**src/rtl/fifo_credit_push_ctrl.sv**
```systemverilog
// Credit-based push controller guarding a one-in-one-out FIFO that overwrites on overflow.
// Latency 1 (accept -> push_vld); backpressure via src_rdy = credits available & RUN state.
// Optional sticky credit-overflow flag under macro FIFO_CRD_OVF_CHK_EN.
module fifo_credit_push_ctrl #(
    parameter int ENT_NUM   = 4,
    parameter int DATA_SIZE = 32,
    parameter int CRD_WIDTH = $clog2(ENT_NUM + 1)
) (
    input  logic                 clk,
    input  logic                 rst_n,
    input  logic                 src_vld,
    input  logic [DATA_SIZE-1:0] src_data,
    output logic                 src_rdy,
    output logic                 push_vld,
    output logic [DATA_SIZE-1:0] push_data,
    input  logic                 crd_ret,
    input  logic                 flush_req,
    output logic                 flush_ack,
`ifdef FIFO_CRD_OVF_CHK_EN
    output logic                 err_crd_ovf,
`endif
    output logic [CRD_WIDTH-1:0] crd_cnt
);

    typedef enum logic [1:0] {
        RUN        = 2'd0,
        FLUSH_WAIT = 2'd1,
        FLUSH_DONE = 2'd2
    } state_t;

    localparam logic [CRD_WIDTH-1:0] CRD_MAX = CRD_WIDTH'(ENT_NUM);
    localparam logic [CRD_WIDTH-1:0] CRD_ONE = CRD_WIDTH'(1);

    state_t state;
    state_t state_nxt;
    logic   accept;
    logic   crd_full;

    // Ready depends on registered state only, never on src_vld.
    assign src_rdy   = (crd_cnt != '0) && (state == RUN);
    assign accept    = src_vld & src_rdy;
    assign crd_full  = (crd_cnt == CRD_MAX);
    assign flush_ack = (state == FLUSH_DONE);

    always_ff @(posedge clk or negedge rst_n) begin
        if (!rst_n) begin
            crd_cnt <= CRD_MAX;
        end else if (accept && !crd_ret) begin
            crd_cnt <= crd_cnt - CRD_ONE;
        end else if (crd_ret && !accept && !crd_full) begin
            crd_cnt <= crd_cnt + CRD_ONE;
        end
    end

    always_ff @(posedge clk or negedge rst_n) begin
        if (!rst_n) begin
            push_vld  <= 1'b0;
            push_data <= '0;
        end else begin
            push_vld <= accept;
            if (accept) begin
                push_data <= src_data;
            end
        end
    end

    always_ff @(posedge clk or negedge rst_n) begin
        if (!rst_n) begin
            state <= RUN;
        end else begin
            state <= state_nxt;
        end
    end

    // Drain is complete only once every credit is back and nothing is still in flight.
    always_comb begin
        state_nxt = state;
        case (state)
            RUN:        if (flush_req) state_nxt = FLUSH_WAIT;
            FLUSH_WAIT: if (crd_full && !push_vld) state_nxt = FLUSH_DONE;
            FLUSH_DONE: state_nxt = RUN;
            default:    state_nxt = RUN;
        endcase
    end

`ifdef FIFO_CRD_OVF_CHK_EN
    always_ff @(posedge clk or negedge rst_n) begin
        if (!rst_n) begin
            err_crd_ovf <= 1'b0;
        end else if (crd_ret && !accept && crd_full) begin
            err_crd_ovf <= 1'b1;
        end
    end
`endif

endmodule

```
**config.mk**
```make
export PLATFORM = sky130hd
export DESIGN_NAME = fifo_credit_push_ctrl
export DESIGN_NICKNAME = d
export VERILOG_FILES = /design/src/rtl/fifo_credit_push_ctrl.sv
export SDC_FILE = /design/constraint.sdc
export NUM_CORES = 1
export LEC_CHECK = 0
export CELL_PAD_IN_SITES_DETAIL_PLACEMENT = 1
export CELL_PAD_IN_SITES_GLOBAL_PLACEMENT = 2
export CORE_ASPECT_RATIO = 1.1
export CORE_MARGIN = 3
export CORE_UTILIZATION = 29
export CTS_BUF_LIST = sky130_fd_sc_hd__clkbuf_2 sky130_fd_sc_hd__clkbuf_4 sky130_fd_sc_hd__clkbuf_8
export CTS_CLUSTER_SIZE = 24
export DETAILED_ROUTE_END_ITERATION = 10
export PLACE_DENSITY_LB_ADDON = 0.05
export SKIP_LAST_GASP = 1
export SLEW_MARGIN = 20
export SYNTH_ARGS = -nofsm -noshare
export SYNTH_HDL_FRONTEND = slang
export SYNTH_SLANG_ARGS = --single-unit
```
**constraint.sdc**
```tcl
create_clock -name clk -period 5.6 [get_ports clk]
set_input_delay 1.12 -clock clk [delete_from_list [all_inputs] [get_ports clk]]
set_output_delay 1.12 -clock clk [all_outputs]
set_load 0.1 [all_outputs]
```
==> metrics.md, run 1 <==
| Metric | Value |
|---|---|
| Antenna Nets Post-Route | 0 |
| Syn Area/Cell | 14.3 sq um |
| Syn nets | 152 |
| Post-CTS Resized | 0 |
| Commonest non-fill, non-tap cells in the layout | 73 x clkdlybuf4s50_1, 37 x dfrtp_1, 32 x mux2_1 |
| Cell count after synthesis | 114 |
| First-pass GRT wire length | 6750 um |
| Setup Viol. Count Final | 0 |
| CP required | 5810 ps |
| Detailed Route WL | 3990 um |
| Boundary pin count | 75 |
| TritonRoute pass-1 iters | 4 |
| Hpwl dp | 2980 um |
| Cts bufs inserted | 5 |
| Post-Synth XOR/XNOR Area | 0.536% |
| Yosys top cell area share | 56.7% |
| Status | finished clean |
| GRT Max-Usage Layer | met2 |
| Met1 usage | 14.9% |
| P&R area growth vs syn | 53.3% |
| Min-Delay Path Depth | 1 |
| Layout cells sized above 1 | 6.91% |
| Slew @ Worst Pin | 999 ps |
| Flops & latches, synth | 38 |
| Hold Crit Endpoint | push_data[20] |
| Fin Setup TNS | 0 ps |
| Die Y | 84.7 um |
| Layout Skew | 3.24 ps |
| RSZ-0062 raised after global routing | false |
| Routed WL per cell | 15.2 um |
| Number of max-cap violations | 0 |
| DRC errors left | 0 |
| Clock Path Buffers | 2 |
| Final Hold Viols | 0 |
| Via count | 1191 |
| Vias per inst | 4.53 |
| Critical path class | input port to flip-flop |
| Fin nets | 225 |
| Met2 usage in global routing | 22.9% |
| Drt first-iter violations | 17 |
| Core area | 0.00543 sq mm |
| Area contributors post-synth | dfrtp_1 57%, mux2_1 22%, buf_6 2.1% |
| Clock insertion delay at the later pin of the skew report | 290 ps |
| Largest net degree at the start of global routing | 39 |
| Vias in the first global route | 1296 |
| PortBufs | 74 |
| Worst rel slew slack | 33.2% |
| Largest family of logic cells by synthesized area | multiplexers |
| Simple-Gate Fraction of Synth Area | 9.04% |
| Fin crit share | 65.1% |
| Post-synthesis compound-gate area fraction | 4.67% |
| CTS root buf | clkbuf_8 |
| Register area share after synthesis | 58.3% |
| Post-CTS Repair Setup Buffers | 0 |
| R2r startpoint | state[1] |
| Final critical-path setup slack | 1950 ps |
| Initial antenna violation count | 0 |
| Highest Clock Rate | 0.274 GHz |
| Synthesized area | 0.00163 sq mm |
| Hold Startpoint | push_data[20] |
| Max Slew Vio Count | 0 |
| Sink Count | 38 |
| Die ar. | 0.00657 sq mm |
| GRT Overall Usage | 13.2% |
| Hold Crit Class | flip-flop to flip-flop |
| Critical Path AT | 3860 ps |
| Library cells used by synthesis | 28 |
| CP Capture Type | flip-flop |
| CTS tree | built |
| Post-Synth Adder-Cell Area | 1.23% |
| Hold slack | 488 ps |
| R2R Path End | crd_cnt[2] |
| Cts hold-fix bufs | 0 |
| Core Rows | 28 |
| Commonest non-fill, non-tap cell in the layout | clkdlybuf4s50_1 |
| Crit path time final | 3650 ps |
| Worst Path Max Fanout | 34 |
| Met3 GRT Util | 4.72% |
| Clk pin slew, worst setup/hold paths | 80 ps |
| R2r setup slk | 2750 ps |
| Reg2reg path depth | 7 |
| CP Launch Type | input port |
| H-tree depth | 2 |
| Antenna diode count | 0 |
| Initial Utilization | 30.1% |
| Dpl ws | 1610 ps |
| Yosys top cell by area | dfrtp_1 |
| Final Wtd Congestion | 0.720 |
| Die width | 77.6 um |
| Ys Warns | 0 |
| Portion of netlist area occupied by mux cells | 22.1% |
| Gr ovfl total | 0 |
-- cell usage after synthesis --
master,instances
dfrtp_1,37
mux2_1,32
clkbuf_1,4
inv_1,4
nor2_1,4
buf_6,3
nand2_1,3
a211oi_1,2
nand2b_1,2
nor2b_1,2
nor4_1,2
o211ai_1,2
o31a_1,2
a2111oi_0,1
a221o_1,1
and3b_1,1
buf_2,1
dfstp_2,1
fa_1,1
nor2_8,1
nor3_1,1
nor3_2,1
nor3b_2,1
nor4b_1,1
o32a_1,1
or3b_1,1
or4b_1,1
xnor2_1,1
-- flip-flops by register name (all words and copies together) (netlist names) --
| signal | cells |
|---|---|
| state | 2 |
| push_data | 32 |
| push_vld | 1 |
| crd_cnt | 3 |
-- per-stage QoR --
| step | std cells | utilization, % | area, sq um |
|---|---|---|---|
| after global routing | 263 | 46.1 | 2500 |
| final | 263 | 46.1 | 2500 |
| after detailed placement | 255 | 44.4 | 2410 |
| after CTS | 263 | 46.1 | 2500 |
| after global placement | 255 | 44.4 | 2410 |
| after floorplan | 114 | - | 1630 |
-- kinds of logic after synthesis --
| logic type | Yosys count |
|---|---|
| buf+inv | 12 |
| simple gates | 21 |
| fa+ha+maj | 1 |
| flops | 38 |
| xor+xnor | 1 |
| mux | 32 |
| compound gates | 9 |
-- routing by layer --
| layer | wire, um | vias up |
|---|---|---|
| li1 | - | 548 |
| met1 | 1530 | 597 |
| met2 | 2160 | 40 |
| met3 | 233 | 6 |
| met4 | 59 | 0 |
| met5 | 0 | - |
-- layout make-up --
| type | instances | area [sq um] |
|---|---|---|
| Clock buffer | 6 | 82.6 |
| Sequential cell | 38 | 952 |
| Clock inverter | 2 | 12.5 |
| Fill cell | 571 | 2930 |
| Multi-Input combinational cell | 64 | 613 |
| Tap cell | 75 | 93.8 |
| Timing Repair Buffer | 74 | 736 |
| Inverter | 4 | 15.0 |
-- how the worst max path moves through the flow --
stage,endpoint,startpoint
2_1_floorplan,src_rdy,crd_cnt[1]
3_3_place_gp,crd_cnt[2],src_vld
3_5_place_dp,crd_cnt[2],src_vld
4_1_cts,crd_cnt[2],src_vld
5_1_grt,crd_cnt[2],src_vld
6_report,crd_cnt[2],src_vld
-- critical path, stage by stage --
cell             delay [ps]
clkdlybuf4s50_1         460
or3b_1                  490
nor2_8                  520
nand2_1                 150
fa_1                    420
or4b_1                  490
o31a_1                  120
o211ai_1                 80
Power of run 1 is left out: the tool's default activity adds up to more than one toggle a clock period on the data nets, which glitch-free logic cannot reach.
==> run 2, diff against run 1 <==
--- a/config.mk
+++ b/config.mk
@@ -9,7 +9,7 @@
 export CELL_PAD_IN_SITES_GLOBAL_PLACEMENT = 2
 export CORE_ASPECT_RATIO = 1.1
 export CORE_MARGIN = 3
-export CORE_UTILIZATION = 29
+export CORE_UTILIZATION = 24
 export CTS_BUF_LIST = sky130_fd_sc_hd__clkbuf_2 sky130_fd_sc_hd__clkbuf_4 sky130_fd_sc_hd__clkbuf_8
 export CTS_CLUSTER_SIZE = 24
 export DETAILED_ROUTE_END_ITERATION = 10
==> constraint.sdc (replaced) <==
create_clock -name clk -period 3.3 [get_ports clk]
set_input_delay 0.66 -clock clk [delete_from_list [all_inputs] [get_ports clk]]
set_output_delay 0.66 -clock clk [all_outputs]
set_load 0.1 [all_outputs]
==> run 2 against run 1 <==
- register-to-register slack worse by 1800 ps
- clock skew rose by 2.1 ps
- highest routed layer unchanged
- sequential share of layout area increased by 1.2 points
- largest cell class unchanged
==> metrics.md, run 2 (synthesis gave the netlist of run 1 again) <==
| Metric | Value |
|---|---|
| Core Rows | 30 (+7.1%) |
| Clk pin slew, worst setup/hold paths | 80 ps (about the same) |
| Largest register FFs | 32 (unchanged) |
| Largest register by flop count | push_data |
| Clock Path Buffers | 2 (unchanged) |
| Boundary pin count | 75 (unchanged) |
| Core area | 0.00638 sq mm (+18%) |
| Antenna Nets Post-Route | 0 (unchanged) |
| CTS tree | built |
| Layout cells sized above 1 | 28.0% (+21 points) |
| Critical path class | input port to flip-flop |
| CP Capture Type | flip-flop |
| H-tree depth | 2 (unchanged) |
| Initial antenna violation count | 0 (unchanged) |
| DRC errors left | 0 (unchanged) |
| Hpwl dp | 3130 um (+5.0%) |
| Multi-input logic area | 618 sq um (+0.82%) |
| Post-CTS Resized | 0 (unchanged) |
| Fin Setup TNS | 0 ps (unchanged) |
| GRT Overall Usage | 11.1% (-2.1 points) |
| Sink Count | 38 (unchanged) |
| Worst rel slew slack | 41.1% (+7.9 points) |
| Number of max-cap violations | 0 (unchanged) |
| Antenna diode count | 0 (unchanged) |
| Fin crit share | 82.0% |
| Detailed Route WL | 4150 um (+4.1%) |
| Cts hold-fix bufs | 0 (unchanged) |
| Final Hold Viols | 0 (unchanged) |
| Gr ovfl total | 0 (unchanged) |
| Status | finished clean |
| Hold Crit Class | input port to asynchronous set/reset pin |
| Setup Viol. Count Final | 0 (unchanged) |
| Fin nets | 226 (+0.44%) |
| CP required | 3510 ps (-2300 ps) |
| Critical Path AT | 2920 ps (-940 ps) |
| CTS root buf | clkbuf_8 |
| Crit path time final | 2710 ps |
| Worst Path Max Fanout | 5 (-85%) |
| Vias in the first global route | 1379 (+6.4%) |
| P&R area growth vs syn | 48.6% |
| RSZ-0062 raised after global routing | false |
| Layout Skew | 5.38 ps (+2.14 ps) |
| Die width | 84.7 um (+9.2%) |
| Fill cells | 707 (+24%) |
| Commonest non-fill, non-tap cell in the layout | buf_4 |
| Max Slew Vio Count | 0 (unchanged) |
| Post-CTS Repair Setup Buffers | 0 (unchanged) |
| Regs by FF count | push_data: 32 flops, crd_cnt: 3 flops, state: 2 flops |
| PortBufs | 74 (unchanged) |
| Cts bufs inserted | 5 (unchanged) |
| Die Y | 92.5 um (+9.2%) |
| CP Launch Type | input port |
| Largest net degree at the start of global routing | 39 (unchanged) |
| Initial Utilization | 25.6% (-4.5 points) |
| Vias per inst | 4.42 (-2.5%) |
| Die ar. | 0.00784 sq mm (+19%) |
| Routed WL per cell | 15.4 um (+1.8%) |
| Highest Clock Rate | 0.369 GHz |
| Final Wtd Congestion | 0.721 (+0.17%) |
| Via count | 1188 (-0.25%) |
| Drt first-iter violations | 41 (+24) |
| Slew @ Worst Pin | 883 ps (-116 ps) |
| Commonest non-fill, non-tap cells in the layout | 39 x buf_4, 37 x dfrtp_1, 35 x clkdlybuf4s50_1 |
| Clock insertion delay at the later pin of the skew report | 290 ps (about the same) |
| First-pass GRT wire length | 6780 um (+0.50%) |
| TritonRoute pass-1 iters | 4 (unchanged) |
| Register area | 952 sq um (unchanged) |
[run 2: cell types whose count changed in the layout (fill, tap and decap cells not counted)]
| cell | delta |
|---|---|
| buf_4 | +39 |
| clkdlybuf4s50_1 | -38 |
| nor3_1 | -1 |
| nor3_2 | +1 |
[run 2: worst paths after layout]
path                                from             to  slack, ps  cells past startpoint
max in group asynchronous          rst_n  push_data[24]       2260                      1
hold reg to reg            push_data[10]  push_data[10]        490                      1
setup reg to reg                state[1]     crd_cnt[2]        920                      7
setup / recovery                 src_vld     crd_cnt[2]        590                      8
hold / removal                     rst_n   push_data[2]        480                      1
min in group clk           push_data[10]  push_data[10]        490                      1
[run 2: worst max-delay path, cell delays in order]
cell,delay [ps]
clkdlybuf4s50_1,450
or3b_1,490
nor2_8,150
nand2_1,70
fa_1,410
or4b_1,480
o31a_1,120
o211ai_1,90
[run 2: layout make-up]
type	instances	area share [%]
timing repair buffer	75	26.7
sequential	38	39.2
clock inverter	2	0.515
inverter	4	0.618
clock buffer	6	3.40
multi-input combinational	64	25.5
tap	80	4.12
[run 2: layer usage]
layer,global-route usage [%],vias to the layer above,wire length [um]
met5,0,-,0
met4,4.75,0,61
met3,3.02,5,233
met2,20.5,36,2320
met1,11.8,597,1530
li1,-,550,-
[run 2: metrics by stage]
stage | utilization, % | cells | setup WS, ps | hold WS [ps] | instance area (sq um)
5_1_grt | 38.1 | 269 | 471 | 512 | 2430
4_1_cts | 38.1 | 269 | 588 | 498 | 2430
3_5_place_dp | 36.6 | 261 | 277 | 479 | 2330
6_report | 38.1 | 269 | 593 | 479 | 2430
3_3_place_gp | 36.6 | 261 | 340 | 469 | 2330
2_1_floorplan | - | 114 | 91.7 | 364 | 1640
Power of run 2 is left out for the same reason.
==> run 3, diff against run 2 <==
==> constraint.sdc (replaced) <==
create_clock -name clk -period 2.32 [get_ports clk]
set_input_delay 0.464 -clock clk [delete_from_list [all_inputs] [get_ports clk]]
set_output_delay 0.464 -clock clk [all_outputs]
set_load 0.1 [all_outputs]
==> run 3 against run 2 <==
- core utilization increased by 1.3 points
- routed wire length is 1.3% lower
- hold slack got worse by 320 ps
==> metrics.md, run 3 (synthesis gave the netlist of run 1 again) <==
| Metric | Value |
|---|---|
| Status | finished clean |
| R2r startpoint | state[1] |
| Slew @ Worst Pin | 550 ps (-333 ps) |
| Antenna Nets Post-Route | 0 (unchanged) |
| CP required | 2520 ps (-990 ps) |
| Commonest non-fill, non-tap cell in the layout | buf_4 |
| P&R area growth vs syn | 53.8% |
| Fin crit share | 93.4% |
| Critical path, cell by cell | or3b_4 -> nor2_8 -> nand2_2 -> fa_2 -> or4b_1 -> o31a_1 -> o211ai_1 |
| Layout cells sized above 1 | 32.8% (+4.8 points) |
| Fin nets | 232 (+2.7%) |
| Initial antenna violation count | 0 (unchanged) |
| Critical path class | flip-flop to flip-flop |
| Antenna diode count | 0 (unchanged) |
| Routed WL per cell | 14.9 um (-3.5%) |
| Clock Path Buffers | 2 (unchanged) |
| Die width | 84.7 um (unchanged) |
| Worst rel slew slack | 63.3% (+22 points) |
| Final Wtd Congestion | 0.707 (-2.0%) |
| Met2 usage in global routing | 21.0% (+0.46 points) |
| CTS tree | built |
| Layout Skew | 2.76 ps (-2.62 ps) |
| TritonRoute pass-1 iters | 4 (unchanged) |
| Largest net degree at the start of global routing | 34 (-13%) |
| R2r setup slk | 150 ps (-770 ps) |
| Via count | 1214 (+2.2%) |
| Met3 GRT Util | 4.54% (+1.5 points) |
| GRT Max-Usage Layer | met2 |
| Boundary pin count | 75 (unchanged) |
| R2R Path End | crd_cnt[2] |
| Vias in the first global route | 1406 (+2.0%) |
| Clk pin slew, worst setup/hold paths | 70 ps (about the same) |
| CP Capture Type | flip-flop |
| Reg2reg path depth | 7 (unchanged) |
| Largest register by flop count | push_data |
| Sink Count | 38 (unchanged) |
| Setup Viol. Count Final | 0 (unchanged) |
| Vias per inst | 4.41 (about the same) |
| Hpwl dp | 3190 um (+1.9%) |
| Critical Path AT | 2370 ps (-550 ps) |
| Commonest non-fill, non-tap cells in the layout | 44 x buf_4, 35 x dfrtp_1, 34 x clkdlybuf4s50_1 |
| Die Y | 92.5 um (unchanged) |
| Initial Utilization | 25.6% (unchanged) |
| Hold Crit Class | input port to asynchronous set/reset pin |
| CP Depth | 7 (-1) |
| First-pass GRT wire length | 6960 um (+2.7%) |
| Cts bufs inserted | 5 (unchanged) |
| Final Hold Viols | 0 (unchanged) |
| Gr ovfl total | 0 (unchanged) |
| Worst Path Max Fanout | 2 (-3) |
| Regs by FF count | push_data: 32 flops, crd_cnt: 3 flops, state: 2 flops |
| Hold slack | 164 ps (-315 ps) |
| Clock insertion delay at the later pin of the skew report | 280 ps (about the same) |
| Number of max-cap violations | 0 (unchanged) |
| DRC errors left | 0 (unchanged) |
| Final critical-path setup slack | 153 ps (-440 ps) |
| Slowest cell on crit path | or4b_1 |
| GRT Overall Usage | 11.3% (+0.17 points) |
| CP bufs+invs | 0 (-1) |
| Met1 usage | 11.4% (-0.40 points) |
| Max Slew Vio Count | 0 (unchanged) |
| PortBufs | 74 (unchanged) |
| Die ar. | 0.00784 sq mm (unchanged) |
| Largest register FFs | 32 (unchanged) |
| Core area | 0.00638 sq mm (unchanged) |
| Dpl ws | -346 ps (-623 ps) |
| H-tree depth | 2 (unchanged) |
| CTS root buf | clkbuf_8 |
| Top delay family on crit path | simple AND/OR/NAND/NOR gates |
| Crit path time final | 2170 ps |
| Detailed Route WL | 4090 um (-1.3%) |
| CP Launch Type | flip-flop |
| Core Rows | 30 (unchanged) |
| Drt first-iter violations | 11 (-73%) |
| CP max stage delay | 520 ps (+30 ps) |
| Critical Path Start | state[1] |
| RSZ-0062 raised after global routing | false |
| Highest Clock Rate | 0.461 GHz |
run 3: cell count changes in the layout (fill, tap and decap cells not counted), sizes merged:
| cell | previous run | this run |
|---|---|---|
| clkinv | 1 | 0 |
| buf | 40 | 46 |
| dlymetal6s2s | 0 | 1 |
| clkbuf | 6 | 7 |
| clkdlybuf4s50 | 35 | 34 |
run 3: worst max path at each step:
stage,to,slack [ps]
2_1_floorplan,crd_cnt[2],-180
3_3_place_gp,crd_cnt[2],-300
3_5_place_dp,crd_cnt[2],-350
4_1_cts,crd_cnt[2],8
5_1_grt,crd_cnt[2],80
6_report,crd_cnt[2],150
run 3: final cells by class:
type	count	area, sq um
Clock buffer	7	83.8
Clock inverter	1	7.51
Fill cell	687	3870
Inverter	4	15.0
Multi-Input combinational cell	64	638
Sequential cell	38	961
Tap cell	80	100
Timing Repair Buffer	81	708
run 3: metrics by stage:
| step | cell area [sq um] | TNS [ps] | cells | utilization [%] |
|---|---|---|---|---|
| after floorplan | 1680 | -333 | 114 | - |
| after global placement | 2420 | -2970 | 267 | 37.9 |
| after detailed placement | 2420 | -4470 | 267 | 37.9 |
| after CTS | 2510 | 0 | 275 | 39.4 |
| after global routing | 2510 | 0 | 275 | 39.4 |
| final | 2510 | 0 | 275 | 39.4 |
run 3: per-layer routing:
layer / part of all wire (%) / vias up
li1: - / 559
met1: 34 / 614
met2: 57 / 39
met3: 8.2 / 2
met4: 0.71 / 0
met5: 0 / -
run 3: what timing repair did:
action	in CTS	in global routing
gates resized for setup	1	1
endpoints found under the setup margin	2	2
pin swaps	0	2
setup buffers	0	0
hold buffers	0	0
Power of run 3 is left out for the same reason.
